[src/rtl/gcd_pkg.sv]
// gcd_pkg: shared FSM/engine types and the engine shift-width helper
package gcd_pkg;
  typedef enum logic [1:0] {IDLE, FETCH, REDUCE, DONE} state_t;
  typedef enum logic [2:0] {ST_U_ZERO, ST_V_ZERO, ST_BOTH_EVEN, ST_U_EVEN, ST_V_EVEN, ST_SUB_U, ST_SUB_V} step_t;
  function automatic int shift_w(input int width);
    return $clog2(width + 1);
  endfunction
endpackage

[src/rtl/gcd_stein_core.sv]
// gcd_stein_core: binary (Stein) GCD of two operands, one step per clock, done pulses with result
module gcd_stein_core
  import gcd_pkg::*;
#(
  parameter int WIDTH = 16
) (
  input  logic             clk,
  input  logic             reset,
  input  logic             clr,
  input  logic             start,
  input  logic [WIDTH-1:0] a,
  input  logic [WIDTH-1:0] b,
  output logic             done,
  output logic [WIDTH-1:0] result
);
  localparam int KW = shift_w(WIDTH);
  logic [WIDTH-1:0] u, v;
  logic [KW-1:0] k;
  logic active;
  step_t step;
  always_comb
    step = u == '0 ? ST_U_ZERO :
           v == '0 ? ST_V_ZERO :
           (!u[0] && !v[0]) ? ST_BOTH_EVEN :
           !u[0] ? ST_U_EVEN :
           !v[0] ? ST_V_EVEN :
           u >= v ? ST_SUB_U : ST_SUB_V;
  always_ff @(posedge clk or posedge reset)
    if (reset) begin
      u <= '0;
      v <= '0;
      k <= '0;
      active <= 1'b0;
      done <= 1'b0;
      result <= '0;
    end else begin
      done <= 1'b0;
      if (clr) active <= 1'b0;
      else if (start) begin
        u <= a;
        v <= b;
        k <= '0;
        active <= 1'b1;
      end else if (active) begin
        unique case (step)
          ST_U_ZERO: begin result <= v << k; done <= 1'b1; active <= 1'b0; end
          ST_V_ZERO: begin result <= u << k; done <= 1'b1; active <= 1'b0; end
          ST_BOTH_EVEN: begin u <= u >> 1; v <= v >> 1; k <= k + KW'(1); end
          ST_U_EVEN: u <= u >> 1;
          ST_V_EVEN: v <= v >> 1;
          ST_SUB_U: u <= u - v;
          ST_SUB_V: v <= v - u;
          default: active <= 1'b0;
        endcase
      end
    end
endmodule

[src/rtl/gcd_nway.sv]
// gcd_nway: streaming GCD of N_OPERANDS operands; define GCD_EARLY_EXIT_EN to bypass the engine once acc reaches 1
module gcd_nway
  import gcd_pkg::*;
#(
  parameter int WIDTH = 16,
  parameter int N_OPERANDS = 3
) (
  input  logic             clk,
  input  logic             reset,
  input  logic             abort,
  input  logic             in_valid,
  output logic             in_ready,
  input  logic [WIDTH-1:0] in_data,
  output logic             out_valid,
  input  logic             out_ready,
  output logic [WIDTH-1:0] out_gcd,
  output logic             busy
);
  localparam int CNT_W = $clog2(N_OPERANDS + 1);
  localparam logic [CNT_W-1:0] N_C = CNT_W'(N_OPERANDS);
  state_t state, state_n;
  logic [WIDTH-1:0] acc, eng_result;
  logic [CNT_W-1:0] count;
  logic in_fire, eng_start, eng_done, skip;
`ifdef GCD_EARLY_EXIT_EN
  assign skip = acc == WIDTH'(1);
`else
  assign skip = 1'b0;
`endif
  assign in_ready = state == IDLE || state == FETCH;
  assign out_valid = state == DONE;
  assign out_gcd = state == DONE ? acc : '0;
  assign busy = state != IDLE;
  assign in_fire = in_valid && in_ready;
  assign eng_start = state == FETCH && in_fire && !skip && !abort;
  gcd_stein_core #(.WIDTH(WIDTH)) u_core (
    .clk(clk),
    .reset(reset),
    .clr(abort),
    .start(eng_start),
    .a(acc),
    .b(in_data),
    .done(eng_done),
    .result(eng_result)
  );
  always_comb begin
    state_n = state;
    if (abort) state_n = IDLE;
    else
      case (state)
        IDLE: state_n = in_fire ? FETCH : IDLE;
        FETCH: state_n = !in_fire ? FETCH : !skip ? REDUCE : count == N_C - CNT_W'(1) ? DONE : FETCH;
        REDUCE: state_n = !eng_done ? REDUCE : count == N_C ? DONE : FETCH;
        DONE: state_n = out_ready ? IDLE : DONE;
        default: state_n = IDLE;
      endcase
  end
  always_ff @(posedge clk or posedge reset)
    if (reset) state <= IDLE;
    else state <= state_n;
  always_ff @(posedge clk or posedge reset)
    if (reset) begin
      acc <= '0;
      count <= '0;
    end else if (abort || (state == DONE && out_ready)) begin
      acc <= '0;
      count <= '0;
    end else if (state == IDLE && in_fire) begin
      acc <= in_data;
      count <= CNT_W'(1);
    end else if (state == FETCH && in_fire) count <= count + CNT_W'(1);
    else if (state == REDUCE && eng_done) acc <= eng_result;
endmodule
[config.mk]
export PLATFORM = sky130hd
export DESIGN_NAME = gcd_nway
export DESIGN_NICKNAME = d
export VERILOG_FILES = /design/src/rtl/gcd_pkg.sv /design/src/rtl/gcd_stein_core.sv /design/src/rtl/gcd_nway.sv
export SDC_FILE = /design/constraint.sdc
export NUM_CORES = 1
export LEC_CHECK = 0
export ABC_AREA = 1
export CAP_MARGIN = 40
export CORE_MARGIN = 2
export CORE_UTILIZATION = 55
export DETAILED_ROUTE_END_ITERATION = 16
export DONT_BUFFER_PORTS = 1
export PLACE_DENSITY_LB_ADDON = 0.05
export SLEW_MARGIN = 0
export SYNTH_ARGS = -nofsm -noshare
export SYNTH_HDL_FRONTEND = slang
export SYNTH_SLANG_ARGS = --single-unit
[constraint.sdc]
create_clock -name clk -period 2.7 [get_ports clk]
set_input_delay 0.135 -clock clk [delete_from_list [all_inputs] [get_ports clk]]
set_output_delay 0.135 -clock clk [all_outputs]
set_load 0.1 [all_outputs]
# Word-level counts from Yosys, hierarchy flattened
# Cells that the tools add are included.
# totals
register_bits	75
latchBits	0
ramBits	0
mem_bits_ro	0
input_bits	21
out_inout_bits	19
wordCells	101
n_memories	0
# classes
n_addsub	4
multipliers	0
n_div	0
order_cmp	1
eq_ne	11
n_shift	2
muxes	39
n_bitwise	2
n_reduce_logical	33
# ops
operator	count
$mux W16	9
$pmux W16 S2	3
$logic_not A16 Y1	2
$shl A16 B5 Y16	2
$sub A16 B16 Y16	2
$mux W2	9
$ge A16 B16 Y1	1
$mux W3	5
$mux W5	3
$reduce_bool A3 Y1	4
$eq A3 B3 Y1 const B	3
$mux W1	9
$reduce_and A3 Y1	3
$pmux W2 S4	1
$reduce_bool A2 Y1	4
$logic_and A1 B1 Y1	7
$eq A2 B2 Y1 const B	3
$eq A3 B2 Y1 const B	2
$reduce_or A2 Y1	3
$add A5 B1 Y5 const B	1
$reduce_or A5 Y1	1
$reduce_and A4 Y1	1
$eq A3 B1 Y1 const B	1
$logic_not A1 Y1	3
other kinds (8)	10

# Longest topological paths before layout
# depth
ltp_word	13
depth_mapped	20

# Modules after synthesis
# A second synthesis with hierarchy kept.
# unflattened
cells_unflattened	1120
hier_area_um2	6965.4
# by_module_without_submodules
mod	instances	cells_each	area_per_inst_um2
gcd_stein_core	1	877	5446.5
gcd_nway	1	243	1519.0

# Least setup slack after synthesis
# No wires, ideal clock.
# synth_path
kind	reg2reg
startpoint	register u_core.u[0]
endpoint	register u_core.u[1]
arrival_ns	2.336
required_time_ns	2.583
setup_slack_ns	0.247
path_stages_with_launch	20
cell_sequence	dfrtp_1 -> inv_1 -> ha_1 -> fa_1 -> inv_1 -> nand3_1 -> nand2_1 -> nand2_1 -> nand3_1 -> nand2_2 -> nand3_2 -> nand2_1 -> inv_2 -> nand2_4 -> nand2_2 -> nand2_2 -> buf_6 -> buf_6 -> nand2_1 -> nand2_1
# synth_between
elab_chain_len	12
word_cells_on_any_way	20
# synth_lines
item	line	rtl
start, declared	gcd_stein_core.sv:17	logic [WIDTH-1:0] u, v;
start signal, assigned	gcd_stein_core.sv:48	ST_BOTH_EVEN: begin u <= u >> 1; v <= v >> 1; k <= k + KW'(1); end
start signal, assigned	gcd_stein_core.sv:49	ST_U_EVEN: u <= u >> 1;
start signal, assigned	gcd_stein_core.sv:51	ST_SUB_U: u <= u - v;
$ge A16 B16 Y1	gcd_stein_core.sv:27	u >= v ? ST_SUB_U : ST_SUB_V;
$mux W2	gcd_stein_core.sv:27	
$mux W3	gcd_stein_core.sv:26	!v[0] ? ST_V_EVEN :
$mux W3	gcd_stein_core.sv:25	!u[0] ? ST_U_EVEN :
$mux W3	gcd_stein_core.sv:24	(!u[0] && !v[0]) ? ST_BOTH_EVEN :
$mux W3	gcd_stein_core.sv:23	v == '0 ? ST_V_ZERO :
$mux W3	gcd_stein_core.sv:22	step = u == '0 ? ST_U_ZERO :
$eq A3 B2 Y1	gcd_stein_core.sv:45	unique case (step)
$reduce_or A2 Y1 (no line)	--	
$pmux W16 S2	gcd_stein_core.sv:45	
$mux W16	gcd_stein_core.sv:44	end else if (active) begin
$mux W16	gcd_stein_core.sv:39	else if (start) begin
# Several ways; a longest one is shown, not always the timed one. The select of a mux whose other input is x is not followed.
# A chain may end at the register's enable or synchronous reset.

# Final worst setup path
# layout_path
startpoint	register u_core.u[0]
endpoint	register u_core.v[3]
# layout_between
elab_chain_len	12
word_cells_on_any_way	20
# layout_lines
item	line	rtl
$ge A16 B16 Y1	gcd_stein_core.sv:27	
$mux W2	gcd_stein_core.sv:27	
$mux W3	gcd_stein_core.sv:26	
$mux W3	gcd_stein_core.sv:25	
$mux W3	gcd_stein_core.sv:24	
$mux W3	gcd_stein_core.sv:23	
$mux W3	gcd_stein_core.sv:22	
$eq A3 B2 Y1 / $eq A3 B3 Y1 (equally long branches)	gcd_stein_core.sv:45	
$reduce_or A2 Y1 (no line)	--	
$pmux W16 S2	gcd_stein_core.sv:45	
$mux W16	gcd_stein_core.sv:44	
$mux W16	gcd_stein_core.sv:39	
end signal, assigned	gcd_stein_core.sv:48	
end signal, assigned	gcd_stein_core.sv:50	ST_V_EVEN: v <= v >> 1;
end signal, assigned	gcd_stein_core.sv:52	ST_SUB_V: v <= v - u;
end, declared	gcd_stein_core.sv:17	
# Several ways; a longest one is shown, not always the timed one. The select of a mux whose other input is x is not followed.

==> results.json <==
{
  "status": "completed",
  "tightest_slew_ps": 821,
  "dp_cells": 1188,
  "ys_ff_latch": 75,
  "startpoint_type": "register",
  "cts_tree": "yes",
  "synth.avg_cell_area_um2": 6.42,
  "antennaDiodeCount": 0,
  "setup_tns_ps": 0,
  "portBuffers": 0,
  "required_ps": 2910,
  "grt_setup_unrepaired": "no",
  "viasPerCell": 5.63,
  "io_pins": 40,
  "gp_congestion": 0.923,
  "setup.worst_path.class": "register to register",
  "finalSetupViolations": 0,
  "dp_hpwl_mm": 16.1,
  "wire_per_inst_um": 16.7,
  "slew_headroom_pct": 45.2,
  "clock.fmax_ghz": 0.402,
  "cts_buffers": 9,
  "worstSetupEndpoint": "u_core.v[3]",
  "cp-startpoint": "u_core.u[0]",
  "htreeDepth": 3,
  "cts.sinks": 75,
  "ys.flop_type": "dfrtp_1",
  "clk_pin_slew_ps": 60,
  "wirelength_mm": 20.2,
  "netlist_area_mm2": 0.00661,
  "nNetsFinal": 1112,
  "antenna_found_initial": 0,
  "die_width_um": 114,
  "drc": 0,
  "end_kind": "register",
  "crit_arrival_ps": 2700,
  "ys_seq_area_share_pct": 28.4,
  "rows": 40,
  "core_area_mm2": 0.0119,
  "ys_async_sr_fraction_pct": 100,
  "vias": 6794,
  "stdcell_count": 1207,
  "worstHoldPathType": "input port to register",
  "timing.rr.start": "u_core.u[0]",
  "synth_top_area_share_pct": 28.4,
  "track_usage_pct": 32.3,
  "clk_path_buf_depth": 2,
  "netlist_instances": 1030,
  "r2r_cells": 16,
  "first_pass_iters": 5,
  "syn2layout_area_growth_pct": 12.0,
  "power_leakage_nw": 3.87,
  "final_hold_viol_count": 0,
  "synth_edf_count": 0,
  "grt-ovfl-total": 0,
  "reg2reg_slack_ps": 210,
  "yosys-top-cells-area": "dfrtp_1 28%, nand2_1 16%, nand3_1 14%, ha_1 6.4%, inv_1 6.0%",
  "yosysMostFrequentCell": "nand2_1",
  "synth.largest_area_cell": "dfrtp_1",
  "grt_pass1_wl_mm": 32.8,
  "clkLatencyLatePin_ps": 340,
  "cellPowerDensity_mw_per_mm2": 1310,
  "synth_common_cells": "285 x nand2_1, 183 x nand3_1, 105 x inv_1, 75 x dfrtp_1, 72 x nor2_1",
  "ant_nets": 0,
  "drtIter0Drc": 600,
  "grt_pass1_vias": 6349,
  "syn-num-nets": 1087,
  "cts-root-buf": "clkbuf_16",
  "fin_crit_sh_pct": 92.2,
  "fillers": 1182,
  "drv_slew": 0,
  "synth_warnings": 0,
  "worst_ir_drop_vdd_mv": 0.497,
  "grt_max_degree": 39,
  "die_area_mm2": 0.0129,
  "die_h_um": 114,
  "initial_core_util_pct": 55.8,
  "timing.rr.end": "u_core.v[3]",
  "fin_crit_ps": 2490,
  "crit_fanout": 15,
  "drive_gt1_share_pct": 14.2,
  "yosysUniqueCellTypes": 41,
  "maxCapViolations": 0,
  "fin_skew_ps": 6.50
}
[cell families (layout without fill, tap and decap cells)]
kind of cell             Yosys count  count (layout)  synth area share [%]
buffers and inverters            176             206                  10.8
flip-flops                        75              75                  28.4
AND/OR/NAND/NOR                  576             576                  38.4
AO/OA/AOI/OAI                    142             142                  12.1
XOR/XNOR                          25              25                  3.31
adder cells (fa/ha/maj)           36              36                  7.04
[routing by layer]
| layer | up-vias | part of all wire (%) | GRT usage [%] | wire length (um) |
|---|---|---|---|---|
| met2 | 225 | 47 | 53.5 | 9570 |
| met1 | 3164 | 45 | 45.6 | 9080 |
| met5 | - | 0 | 0 | 0 |
| li1 | 3375 | - | - | - |
| met4 | 0 | 1.8 | 8.78 | 369 |
| met3 | 30 | 5.7 | 3.13 | 1140 |
[where the power goes]
part	internal, mW	switching [mW]	leakage, nW
combinational	2.28	4.33	2.72
clock	0.740	0.478	0.145
sequential	1.48	0.403	1.00
[worst max-delay path, cell delays in order, from the launching register on]
cell and delay [ps]:
dfrtp_1 350, inv_1 80, ha_2 190, fa_1 440, inv_1 90, nand3_1 70
nand2_1 110, nand2_1 70, nand3_1 90, nand2_2 70, nand3_1 100, nand2_2 80
nand4_1 170, nand2_2 100, buf_4 200, nand3_1 90, o21ai_0 80
[layout make-up]
| type | count | area, um^2 | area share (%) |
|---|---|---|---|
| clock inverters | 6 | 63.8 | 0.862 |
| inverters | 129 | 488 | 6.59 |
| clock buffers | 10 | 239 | 3.23 |
| well taps | 147 | 184 | 2.48 |
| repair buffers | 61 | 470 | 6.35 |
| flip-flops and latches | 75 | 1880 | 25.3 |
| multi-input cells | 779 | 4080 | 55.1 |
[metrics by stage]
step	instance area (um^2)	hold WS, ps	total power [mW]	setup slack, ps	utilization, %
after global routing	7400	48.1	10.6	7.95	62.4
after global placement	7050	131	8.32	84.9	59.4
after detailed placement	7060	126	8.30	68.0	59.5
after floorplan	6610	198	6.50	247	-
after CTS	7380	11.7	9.57	55.7	62.3
final	7400	11.6	9.72	211	62.4
[what timing repair did]
item	in CTS	in global routing
setup buffers	0	1
endpoints found under the hold margin	37	0
resized for setup	0	7
setup endpoints to repair	0	20
hold buffers	2	0
[worst min path at each step]
| stage | startpoint | to | cells past startpoint |
|---|---|---|---|
| floorplan | abort | state[1] | 1 |
| global placement | reset | u_core.u[2] | 1 |
| detailed placement | reset | acc[2] | 1 |
| CTS | abort | state[0] | 3 |
| global route | abort | state[0] | 3 |
| finish | abort | state[0] | 3 |
[flip-flops by register name, indices dropped and copies added (netlist names)]
signal and count:
u_core.result 16, u_core.done 1, u_core.u 16, u_core.active 1
u_core.v 16, u_core.k 5, acc 16, state 2
count 2
[cells in the final DEF (no fill, tap or decap), drive strengths merged, types with 4 or more instances in the layout]
| master | Yosys | layout |
|---|---|---|
| clkinv | 3 | 6 |
| a21oi | 49 | 49 |
| nand2 | 296 | 296 |
| ha | 34 | 34 |
| nand3 | 185 | 185 |
| nor2 | 83 | 83 |
| o21ai | 71 | 71 |
| o21bai | 8 | 8 |
| nor3 | 5 | 5 |
| nand4 | 4 | 4 |
| inv | 126 | 126 |
| xor2 | 21 | 21 |
| xnor2 | 4 | 4 |
| buf | 27 | 59 |
| o211ai | 9 | 9 |
| clkbuf | 20 | 10 |
| dfrtp | 75 | 75 |
No activity file was read; power rests on OpenSTA's default activity.
